<file path="src/rtl/param_lifo_stack_if.sv">
// Command/response interface for param_lifo_stack.
// master: drives cmd_valid/cmd_op/cmd_ext/cmd_data, observes everything else.
// slave : the stack itself; drives cmd_ready, rsp_valid/rsp_data/rsp_err,
//         top_data, count, empty, full, err_ovf, err_unf.
interface param_lifo_stack_if #(
  parameter int WIDTH = 8,
  parameter int DEPTH = 64
);
  localparam int CW = $clog2(DEPTH + 1);

  logic             cmd_valid;
  logic [1:0]       cmd_op;
  logic             cmd_ext;
  logic [WIDTH-1:0] cmd_data;
  logic             cmd_ready;
  logic             rsp_valid;
  logic [WIDTH-1:0] rsp_data;
  logic             rsp_err;
  logic [WIDTH-1:0] top_data;
  logic [CW-1:0]    count;
  logic             empty;
  logic             full;
  logic             err_ovf;
  logic             err_unf;

  modport master (
    output cmd_valid, cmd_op, cmd_ext, cmd_data,
    input  cmd_ready, rsp_valid, rsp_data, rsp_err, top_data, count,
           empty, full, err_ovf, err_unf
  );

  modport slave (
    input  cmd_valid, cmd_op, cmd_ext, cmd_data,
    output cmd_ready, rsp_valid, rsp_data, rsp_err, top_data, count,
           empty, full, err_ovf, err_unf
  );
endinterface

</file>
<file path="src/rtl/param_lifo_stack.sv">
// Parametrised LIFO stack (WIDTH-bit entries, DEPTH entries) with PUSH, POP
// and atomic REPLACE, a registered pop response and sticky error flags.
// Ports: clk, rst (sync, active-high), bus (param_lifo_stack_if.slave):
//   cmd_valid/cmd_op/cmd_ext/cmd_data in, cmd_ready out (= !rst),
//   rsp_valid/rsp_data/rsp_err pop response, top_data, count, empty, full,
//   err_ovf, err_unf status.
// Optional macro STACK_EXT_OPS_EN: cmd_ext=1 selects DUP/SWAP/CLEAR; when
// undefined cmd_ext is ignored.
// The top entry is held in a register (and mirrored in mem) so an op issued
// right after a push sees the new top without a RAM read-after-write.
module param_lifo_stack #(
  parameter int WIDTH = 8,
  parameter int DEPTH = 64
) (
  input logic               clk,
  input logic               rst,
  param_lifo_stack_if.slave bus
);
  localparam int CW = $clog2(DEPTH + 1);
  localparam int AW = $clog2(DEPTH);
  localparam logic [CW-1:0] FULL_CNT = CW'(DEPTH);

  typedef enum logic [1:0] {
    OP_NOP  = 2'b00,
    OP_PUSH = 2'b01,
    OP_POP  = 2'b10,
    OP_REPL = 2'b11
  } op_e;

  logic [WIDTH-1:0] mem [DEPTH];

  logic [CW-1:0]    count_p1, count_n;
  logic [WIDTH-1:0] top_p1, top_n;
  logic             rsp_vld_p1, rsp_vld_n;
  logic [WIDTH-1:0] rsp_data_p1, rsp_data_n;
  logic             rsp_err_p1, rsp_err_n;
  logic             err_ovf_p1, err_ovf_n;
  logic             err_unf_p1, err_unf_n;
  logic             empty_p1, full_p1;

  logic             we_a, we_b;
  logic [AW-1:0]    wa_a, wa_b;
  logic [WIDTH-1:0] wd_a, wd_b;

  logic             is_empty, is_full;
  logic [CW-1:0]    cnt_dec, cnt_dec2;
  logic [AW-1:0]    idx_free, idx_top, idx_below;
  logic [WIDTH-1:0] below;
  op_e              op;

  assign is_empty  = (count_p1 == '0);
  assign is_full   = (count_p1 == FULL_CNT);
  assign cnt_dec   = count_p1 - CW'(1);
  assign cnt_dec2  = count_p1 - CW'(2);
  assign idx_free  = count_p1[AW-1:0];
  assign idx_top   = cnt_dec[AW-1:0];
  assign idx_below = cnt_dec2[AW-1:0];
  assign below     = mem[idx_below];
  assign op        = op_e'(bus.cmd_op);

`ifndef STACK_EXT_OPS_EN
  logic unused_ext;
  assign unused_ext = bus.cmd_ext;
`endif

  always_comb begin
    count_n    = count_p1;
    top_n      = top_p1;
    rsp_vld_n  = 1'b0;
    rsp_data_n = '0;
    rsp_err_n  = 1'b0;
    err_ovf_n  = err_ovf_p1;
    err_unf_n  = err_unf_p1;
    we_a       = 1'b0;
    wa_a       = '0;
    wd_a       = '0;
    we_b       = 1'b0;
    wa_b       = '0;
    wd_b       = '0;
    if (bus.cmd_valid) begin
`ifdef STACK_EXT_OPS_EN
      if (bus.cmd_ext) begin
        case (op)
          OP_PUSH: begin // DUP
            if (is_full) begin
              err_ovf_n = 1'b1;
            end else if (is_empty) begin
              err_unf_n = 1'b1;
            end else begin
              we_a    = 1'b1;
              wa_a    = idx_free;
              wd_a    = top_p1;
              count_n = count_p1 + CW'(1);
            end
          end
          OP_POP: begin // SWAP
            if (count_p1 < CW'(2)) begin
              err_unf_n = 1'b1;
            end else begin
              we_a  = 1'b1;
              wa_a  = idx_top;
              wd_a  = below;
              we_b  = 1'b1;
              wa_b  = idx_below;
              wd_b  = top_p1;
              top_n = below;
            end
          end
          OP_REPL: begin // CLEAR
            count_n = '0;
            top_n   = '0;
          end
          default: ;
        endcase
      end else
`endif
      begin
        case (op)
          OP_PUSH: begin
            if (is_full) begin
              err_ovf_n = 1'b1;
            end else begin
              we_a    = 1'b1;
              wa_a    = idx_free;
              wd_a    = bus.cmd_data;
              count_n = count_p1 + CW'(1);
              top_n   = bus.cmd_data;
            end
          end
          OP_POP: begin
            rsp_vld_n = 1'b1;
            if (is_empty) begin
              rsp_err_n = 1'b1;
              err_unf_n = 1'b1;
            end else begin
              rsp_data_n = top_p1;
              count_n    = cnt_dec;
              top_n      = (count_p1 >= CW'(2)) ? below : '0;
            end
          end
          OP_REPL: begin
            rsp_vld_n = 1'b1;
            we_a      = 1'b1;
            wd_a      = bus.cmd_data;
            top_n     = bus.cmd_data;
            if (is_empty) begin
              // Empty replace degenerates to a push with an error response.
              rsp_err_n = 1'b1;
              err_unf_n = 1'b1;
              wa_a      = idx_free;
              count_n   = CW'(1);
            end else begin
              rsp_data_n = top_p1;
              wa_a       = idx_top;
            end
          end
          default: ;
        endcase
      end
    end
  end

  // ---- stage p1: registered state and outputs ----
  always_ff @(posedge clk) begin
    if (rst) begin
      count_p1    <= '0;
      top_p1      <= '0;
      rsp_vld_p1  <= 1'b0;
      rsp_data_p1 <= '0;
      rsp_err_p1  <= 1'b0;
      err_ovf_p1  <= 1'b0;
      err_unf_p1  <= 1'b0;
      empty_p1    <= 1'b1;
      full_p1     <= 1'b0;
    end else begin
      count_p1    <= count_n;
      top_p1      <= top_n;
      rsp_vld_p1  <= rsp_vld_n;
      rsp_data_p1 <= rsp_data_n;
      rsp_err_p1  <= rsp_err_n;
      err_ovf_p1  <= err_ovf_n;
      err_unf_p1  <= err_unf_n;
      empty_p1    <= (count_n == '0);
      full_p1     <= (count_n == FULL_CNT);
    end
  end

  always_ff @(posedge clk) begin
    if (!rst && we_a) mem[wa_a] <= wd_a;
    if (!rst && we_b) mem[wa_b] <= wd_b;
  end

  assign bus.cmd_ready = !rst;
  assign bus.rsp_valid = rsp_vld_p1;
  assign bus.rsp_data  = rsp_data_p1;
  assign bus.rsp_err   = rsp_err_p1;
  assign bus.top_data  = top_p1;
  assign bus.count     = count_p1;
  assign bus.empty     = empty_p1;
  assign bus.full      = full_p1;
  assign bus.err_ovf   = err_ovf_p1;
  assign bus.err_unf   = err_unf_p1;
endmodule

</file>
<file path="src/flat_wrapper.sv">
// flat-port wrapper written by rule: the top's interface ports become plain ports
module param_lifo_stack_flat 
#(
  parameter int WIDTH = 8,
  parameter int DEPTH = 64
)
  (clk, rst, bus_cmd_valid, bus_cmd_op, bus_cmd_ext, bus_cmd_data, bus_cmd_ready, bus_rsp_valid, bus_rsp_data, bus_rsp_err, bus_top_data, bus_count, bus_empty, bus_full, bus_err_ovf, bus_err_unf);
  param_lifo_stack_if #(.WIDTH(WIDTH), .DEPTH(DEPTH)) bus_i ();
  input logic clk;
  input logic rst;
  input wire logic [$bits(bus_i.cmd_valid)-1:0] bus_cmd_valid;
  input wire logic [$bits(bus_i.cmd_op)-1:0] bus_cmd_op;
  input wire logic [$bits(bus_i.cmd_ext)-1:0] bus_cmd_ext;
  input wire logic [$bits(bus_i.cmd_data)-1:0] bus_cmd_data;
  output wire logic [$bits(bus_i.cmd_ready)-1:0] bus_cmd_ready;
  output wire logic [$bits(bus_i.rsp_valid)-1:0] bus_rsp_valid;
  output wire logic [$bits(bus_i.rsp_data)-1:0] bus_rsp_data;
  output wire logic [$bits(bus_i.rsp_err)-1:0] bus_rsp_err;
  output wire logic [$bits(bus_i.top_data)-1:0] bus_top_data;
  output wire logic [$bits(bus_i.count)-1:0] bus_count;
  output wire logic [$bits(bus_i.empty)-1:0] bus_empty;
  output wire logic [$bits(bus_i.full)-1:0] bus_full;
  output wire logic [$bits(bus_i.err_ovf)-1:0] bus_err_ovf;
  output wire logic [$bits(bus_i.err_unf)-1:0] bus_err_unf;
  assign bus_i.cmd_valid = bus_cmd_valid;
  assign bus_i.cmd_op = bus_cmd_op;
  assign bus_i.cmd_ext = bus_cmd_ext;
  assign bus_i.cmd_data = bus_cmd_data;
  assign bus_cmd_ready = bus_i.cmd_ready;
  assign bus_rsp_valid = bus_i.rsp_valid;
  assign bus_rsp_data = bus_i.rsp_data;
  assign bus_rsp_err = bus_i.rsp_err;
  assign bus_top_data = bus_i.top_data;
  assign bus_count = bus_i.count;
  assign bus_empty = bus_i.empty;
  assign bus_full = bus_i.full;
  assign bus_err_ovf = bus_i.err_ovf;
  assign bus_err_unf = bus_i.err_unf;
  param_lifo_stack #(.WIDTH(WIDTH), .DEPTH(DEPTH)) u_core (.clk(clk), .rst(rst), .bus(bus_i));
endmodule
</file>
<file path="config.mk">
export PLATFORM = sky130hd
export DESIGN_NAME = param_lifo_stack_flat
export DESIGN_NICKNAME = d
export VERILOG_FILES = /design/src/rtl/param_lifo_stack_if.sv /design/src/rtl/param_lifo_stack.sv /design/src/flat_wrapper.sv
export SDC_FILE = /design/constraint.sdc
export NUM_CORES = 1
export LEC_CHECK = 0
export ABC_CLOCK_PERIOD_IN_PS = 4300
export CAP_MARGIN = 20
export CORE_ASPECT_RATIO = 0.75
export CORE_MARGIN = 1.5
export CORE_UTILIZATION = 56
export DETAILED_ROUTE_END_ITERATION = 12
export GPL_TIMING_DRIVEN = 0
export MAX_ROUTING_LAYER = met4
export PLACE_DENSITY = 0.83
export SYNTH_ARGS = -nofsm -noshare
export SYNTH_HDL_FRONTEND = slang
export SYNTH_SLANG_ARGS = --single-unit
export TNS_END_PERCENT = 30
</file>
<file path="constraint.sdc">
create_clock -name clk -period 4.3 [get_ports clk]
set_clock_uncertainty 0.15 [all_clocks]
set_input_delay 0.645 -clock clk [delete_from_list [all_inputs] [get_ports clk]]
set_output_delay 0.645 -clock clk [all_outputs]
set_load 0.1 [all_outputs]
</file>
# Word level (Yosys, flattened, before mapping)
# Memory sizes are Yosys's and may differ from the RTL's.
# Cells that the tools add are included.
[totals]
n_memories = 1
ram_bits = 512
ff_bits = 29
out_inout_bits = 30
inputBits = 14
wordCells = 58
[mem_list]
columns = ["memory", "depth", "width", "read_ports", "rd_ports_with_merged_regs", "write_ports", "line", "source"]
rows = [
  ["u_core.mem", 64, 8, 1, 0, 1, "param_lifo_stack.sv:30", "logic [WIDTH-1:0] mem [DEPTH];"],
]
[op_classes]
reduce_logical = 12
magnitude_cmp = 1
n_eq_ne = 7
bitwise = 2
n_mux = 23
addsub = 3
[op_table]
columns = ["operator", "n"]
rows = [
  ["$mux 8", 5],
  ["$mux 7", 4],
  ["$pmux 8 s3", 1],
  ["$pmux 7 s3", 1],
  ["$mux 6", 3],
  ["$pmux 8 s2", 1],
  ["$eq 7x7->1 const B", 2],
  ["$logic_not 7->1", 2],
  ["$pmux 6 s2", 1],
  ["$add 7x1->7 const B", 1],
  ["$ge 7x2->1 const B", 1],
  ["$sub 7x1->7 const B", 1],
  ["$mux 1", 6],
  ["$reduce_and 3->1", 2],
  ["$sub 6x2->6 const B", 1],
  ["$eq 2x2->1 const B", 2],
  ["$ne 2x2->1 const B", 2],
  ["$reduce_and 4->1", 1],
  ["$reduce_or 2->1", 2],
  ["$reduce_or 4->1", 1],
  ["$reduce_bool 3->1", 1],
  ["$reduce_or 3->1", 1],
  ["$eq 2x1->1 const B", 1],
  ["$not 1->1", 2],
  ["3 further kinds", 3],
]

# Longest topological paths before layout
[depth]
ltp_word = 7
mapped_depth = 17

# Worst setup path before layout
# No wires, ideal clock.
[synth_path]
path_type = "flip-flop to flip-flop"
start = "register u_core.count_p1[1], in the netlist u_core.bus.count[1]"
end = "memory u_core.mem[17][0], enable pin"
arrival_ns = 4.232
required_time_ns = 3.780
setup_ns = 0.370
path_stages_with_launch = 18
path_slack_ns = -0.453
path_cell_list = "dfxtp_1 buf_4 buf_6 buf_4 inv_1 ha_1 or3b_1 buf_4 nor2_4 inv_1 clkbuf_1 ha_1 nand2_1 o211ai_1 nor3b_1 inv_1 a211o_1 nor2_1"
[synth_between]
elab_chain_cells = 7
word_cells_on_any_way = 13
cone_classes = "add/sub: 1; eq/ne: 1; mux: 9; reduce/logical: 2"
[synth_lines]
columns = ["element", "line", "source"]
rows = [
  ["from (decl)", "param_lifo_stack.sv:32", "logic [CW-1:0] count_p1, count_n;"],
  ["from (signal assigned)", "param_lifo_stack.sv:176", "count_p1 <= count_n;"],
  ["parallel branches: the longest is 7 deep, another holds $sub 7x1->7", "--", ""],
  ["to (decl)", "param_lifo_stack.sv:30", ""],
]
# Several ways; the timed one is not identified.

# Worst setup path after layout
[layout_path]
start = "register u_core.count_p1[1], in the netlist u_core.bus.count[1]"
end = "register u_core.top_p1[7], in the netlist u_core.bus.top_data[7]"
[layout_between]
elab_chain_cells = 5
word_cells_on_any_way = 11
cone_classes = "add/sub: 1; order compare: 1; eq/ne: 3; mux: 3; reduce/logical: 2; memory: 1"
[layout_lines]
columns = ["element", "line", "source"]
rows = [
  ["$sub 6x2->6", "param_lifo_stack.sv:54", "assign cnt_dec2 = count_p1 - CW'(2);"],
  ["$mem_v2 64x8", "--", ""],
  ["$mux 8", "param_lifo_stack.sv:138", "top_n = (count_p1 >= CW'(2)) ? below : '0;"],
  ["$mux 8", "param_lifo_stack.sv:132", "if (is_empty) begin"],
  ["$pmux 8 s3", "param_lifo_stack.sv:118", "case (op)"],
  ["to (signal assigned)", "param_lifo_stack.sv:177", "top_p1 <= top_n;"],
  ["to (decl)", "param_lifo_stack.sv:33", "logic [WIDTH-1:0] top_p1, top_n;"],
]
# Several ways; a longest one is shown, not always the timed one. The select of a mux whose other input is x is not followed.
# A chain may end at the register's enable or synchronous reset.

==> flow_metrics.env <==
export IMPL_clkLatencyLatePin_ns=0.59
export IMPL_wl_per_cell_um=31.9
export IMPL_netlist_area_um2=22400
export IMPL_ys_types=82
export IMPL_cts_tree="built"
export IMPL_seqPwrFrac_pct=49.7
export IMPL_syn_inst=1260
export IMPL_combPwrFrac_pct=14.3
export IMPL_finalSetupViolCount=0
export IMPL_crit_type="flip-flop to flip-flop"
export IMPL_antenna_found_initial=0
export IMPL_postRouteAntennaNets=0
export IMPL_worst_pin_slew_ns=1.03
export IMPL_die_area_um2=41300
export IMPL_p_switching_mw=3.01
export IMPL_max_freq_ghz=0.236
export IMPL_rsz0062_at_grt="no"
export IMPL_period_minus_slack_ns=4.23
export IMPL_worst_r2r_cell_count=13
export IMPL_hold_ws_ns=0.345
export IMPL_avgSynthCellArea_um2=17.8
export IMPL_cts_made_buffers=48
export IMPL_port_buffers=42
export IMPL_ys_flop_type="edfxtp_1"
export IMPL_clk_pin_slew_worst_paths_ns=0.06
export IMPL_place_ws_ns=-1.72
export IMPL_max_slew_margin_pct=30.9
export IMPL_grt_max_degree=49
export IMPL_syn2layout_area_growth_pct=16.0
export IMPL_hold_path_class="flip-flop to flip-flop"
export IMPL_design_portCount=44
export IMPL_required_ns=4.65
export IMPL_layout_commonest_cell="edfxtp_1"
export IMPL_synth_edf_count=512
export IMPL_most_common_layout_cells="edfxtp_1 (512), mux4_2 (109), nand2_1 (101), nor2_4 (62), clkbuf_16 (48)"
export IMPL_die_h_um=176
export IMPL_clkPwrFrac_pct=36.0
export IMPL_fillCellCount=2487
export IMPL_row_count=63
export IMPL_grt_overflow_total=0
export IMPL_dp_hpwl_um=39900
export IMPL_placed_area_um2=23700
export IMPL_grt_pass1_vias=13000
export IMPL_pwr_density_cell_nw_per_um2=447
export IMPL_ir_drop_uv=429
export IMPL_ys_ff_latch=541
export IMPL_syn_nets=1282
export IMPL_cp_end_kind="flip-flop"
export IMPL_clock_sinks=541
export IMPL_fin_setup_tns_ns=0
export IMPL_via_count=13300
export IMPL_maxCapViolations=0
export IMPL_core_um2=39500
export IMPL_p_int_mw=8.62
export IMPL_setup_slack_ns=0.0684
export IMPL_antenna_cells=0
export IMPL_grtUsageTotal_pct=31.9
export IMPL_design_area_um2=26000
export IMPL_finalHoldViolCount=0
export IMPL_nets=1400
export IMPL_cp_start_kind="flip-flop"
export IMPL_clk_path_buf_depth=3
export IMPL_p_total_mw=11.6
export IMPL_run_status="completed"
export IMPL_grt_pass1_wl_um=89700
export IMPL_holdPathStages=1
export IMPL_drtIter0Drc=1978
export IMPL_post_drt_via_cell_ratio=6.88
export IMPL_hold_buffers=0
export IMPL_crit_fanout=19
export IMPL_async_reset_ff_share_pct=0
export IMPL_drc=0
export IMPL_root_buffer="clkbuf_16"
export IMPL_drt_wl_total_um=61700
export IMPL_drt_first_pass_iters=6
export IMPL_period_share_pct=98.4
export IMPL_ys_seq_area_share_pct=71.1
export IMPL_die_width_um=234
export IMPL_cp_arrival_ns=4.58
export IMPL_drive_gt1_share_pct=27.4
export IMPL_htreeDepth=2
export IMPL_gp_congestion=1.00
export IMPL_drv_slew=0
export IMPL_swShare_pct=25.9
export IMPL_initial_core_util_pct=56.8
export IMPL_ys_warn_count=0
export IMPL_p_leak_nw=8.28
## Yosys cell counts (all sizes together) (2+ instances only)
library cell,count,area (um2)
a2111oi,4,53.8
a211o,2,17.5
a211oi,11,108
a21boi,2,26.3
a21o,3,22.5
a21oi,20,100
a31oi,11,68.8
and2,11,68.8
and2b,4,33.8
and3,11,68.8
buf,54,477
clkbuf,17,67.6
dfxtp,29,581
edfxtp,512,15400
ha,8,100
inv,15,56.3
mux2,13,146
mux2i,27,270
mux4,118,2690
nand2,101,379
nand2b,13,81.3
nand3,22,110
nand3b,4,30.0
nand4,16,106
nor2,99,404
nor2b,9,56.3
nor3,11,60.1
nor3b,4,41.3
nor4,2,12.5
o211ai,12,95.1
o21a,2,15.0
o21ai,32,168
o22ai,15,100
o2bb2ai,2,17.5
o311ai,3,61.3
o31ai,3,27.5
o32ai,5,43.8
or3,7,48.8
or3b,2,17.5
or4,6,45.0
xnor2,3,33.8
## area by class of cell
cell class / instances / area [um2] / share of cell area, %
plain buffers: 68 / 539 / 2.07
well taps: 520 / 651 / 2.50
flip-flops and latches: 541 / 16000 / 61.3
inverters: 15 / 67.6 / 0.259
clock buffers: 64 / 1270 / 4.88
multi-input cells: 633 / 6480 / 24.9
clock inverters: 24 / 226 / 0.870
repair buffers: 71 / 845 / 3.24
## repair_timing
item / CTS / global route
buffers inserted: 15 / 6
gates resized for setup: 135 / 17
pin swaps: 17 / 10
setup endpoints to repair: 520 / 511
## kinds of logic (layout without fill, tap and decap cells)
group	count (synthesis)	after routing	synth area share, %
XOR/XNOR	4	4	0.273
AND/OR/NAND/NOR	325	325	7.07
flip-flops	541	541	71.1
adder cells (fa/ha/maj)	8	8	0.446
buffers and inverters	86	242	2.68
multiplexers	158	158	13.9
AO/OA/AOI/OAI	138	138	4.58
## metrics by stage
stage | utilization [%] | instances
6_report | 65.9 | 1936
4_1_cts | 65.6 | 1931
3_5_place_dp | 60.0 | 1830
3_3_place_gp | 59.6 | 1822
2_1_floorplan | - | 1260
5_1_grt | 65.9 | 1936
## worst max-delay path: stages (launching register included)
cell,delay (ns)
dfxtp_4,0.44
buf_6,0.23
buf_8,0.27
clkinvlp_4,0.22
buf_4,0.22
ha_1,0.49
buf_6,0.27
inv_1,0.12
buf_2,0.24
clkbuf_2,0.30
nand4_1,0.24
nand4_1,0.23
or3_1,0.52
a31oi_1,0.20
## final timing paths
path / slack, ns / from / end
max: 0.07 / u_core.bus.count[1] / u_core.bus.top_data[7]
min: 0.35 / u_core.bus.err_unf / u_core.bus.err_unf
max reg2reg: 0.07 / u_core.bus.count[1] / u_core.bus.top_data[7]
min reg2reg: 0.35 / u_core.bus.err_unf / u_core.bus.err_unf
## registers in the layout (all words and copies together) (netlist names)
register,count
u_core.mem,512
u_core.bus.rsp_data,8
u_core.bus.top_data,8
u_core.bus.count,7
u_core.bus.empty,1
u_core.bus.err_ovf,1
u_core.bus.err_unf,1
u_core.bus.full,1
u_core.bus.rsp_err,1
u_core.bus.rsp_valid,1
## power by group through the flow
stage | combinational (mW) | clock [mW] | sequential, mW
after floorplan | 0.897 | 0 | 6.01
after global placement | 1.49 | 0 | 5.90
after detailed placement | 1.53 | 0 | 5.89
after CTS | 1.58 | 4.19 | 5.78
after global routing | 1.71 | 4.39 | 5.78
final | 1.67 | 4.19 | 5.78
## metal layers
metal / track usage, % / share of wire [%] / vias to the layer above
met5: - / 0 / -
met4: 8.39 / 3.0 / 0
met2: 44.3 / 44 / 1056
li1: - / - / 5298
met3: 9.69 / 15 / 150
met1: 46.2 / 39 / 6809
Note: power is estimated with default switching activity, not from simulation.
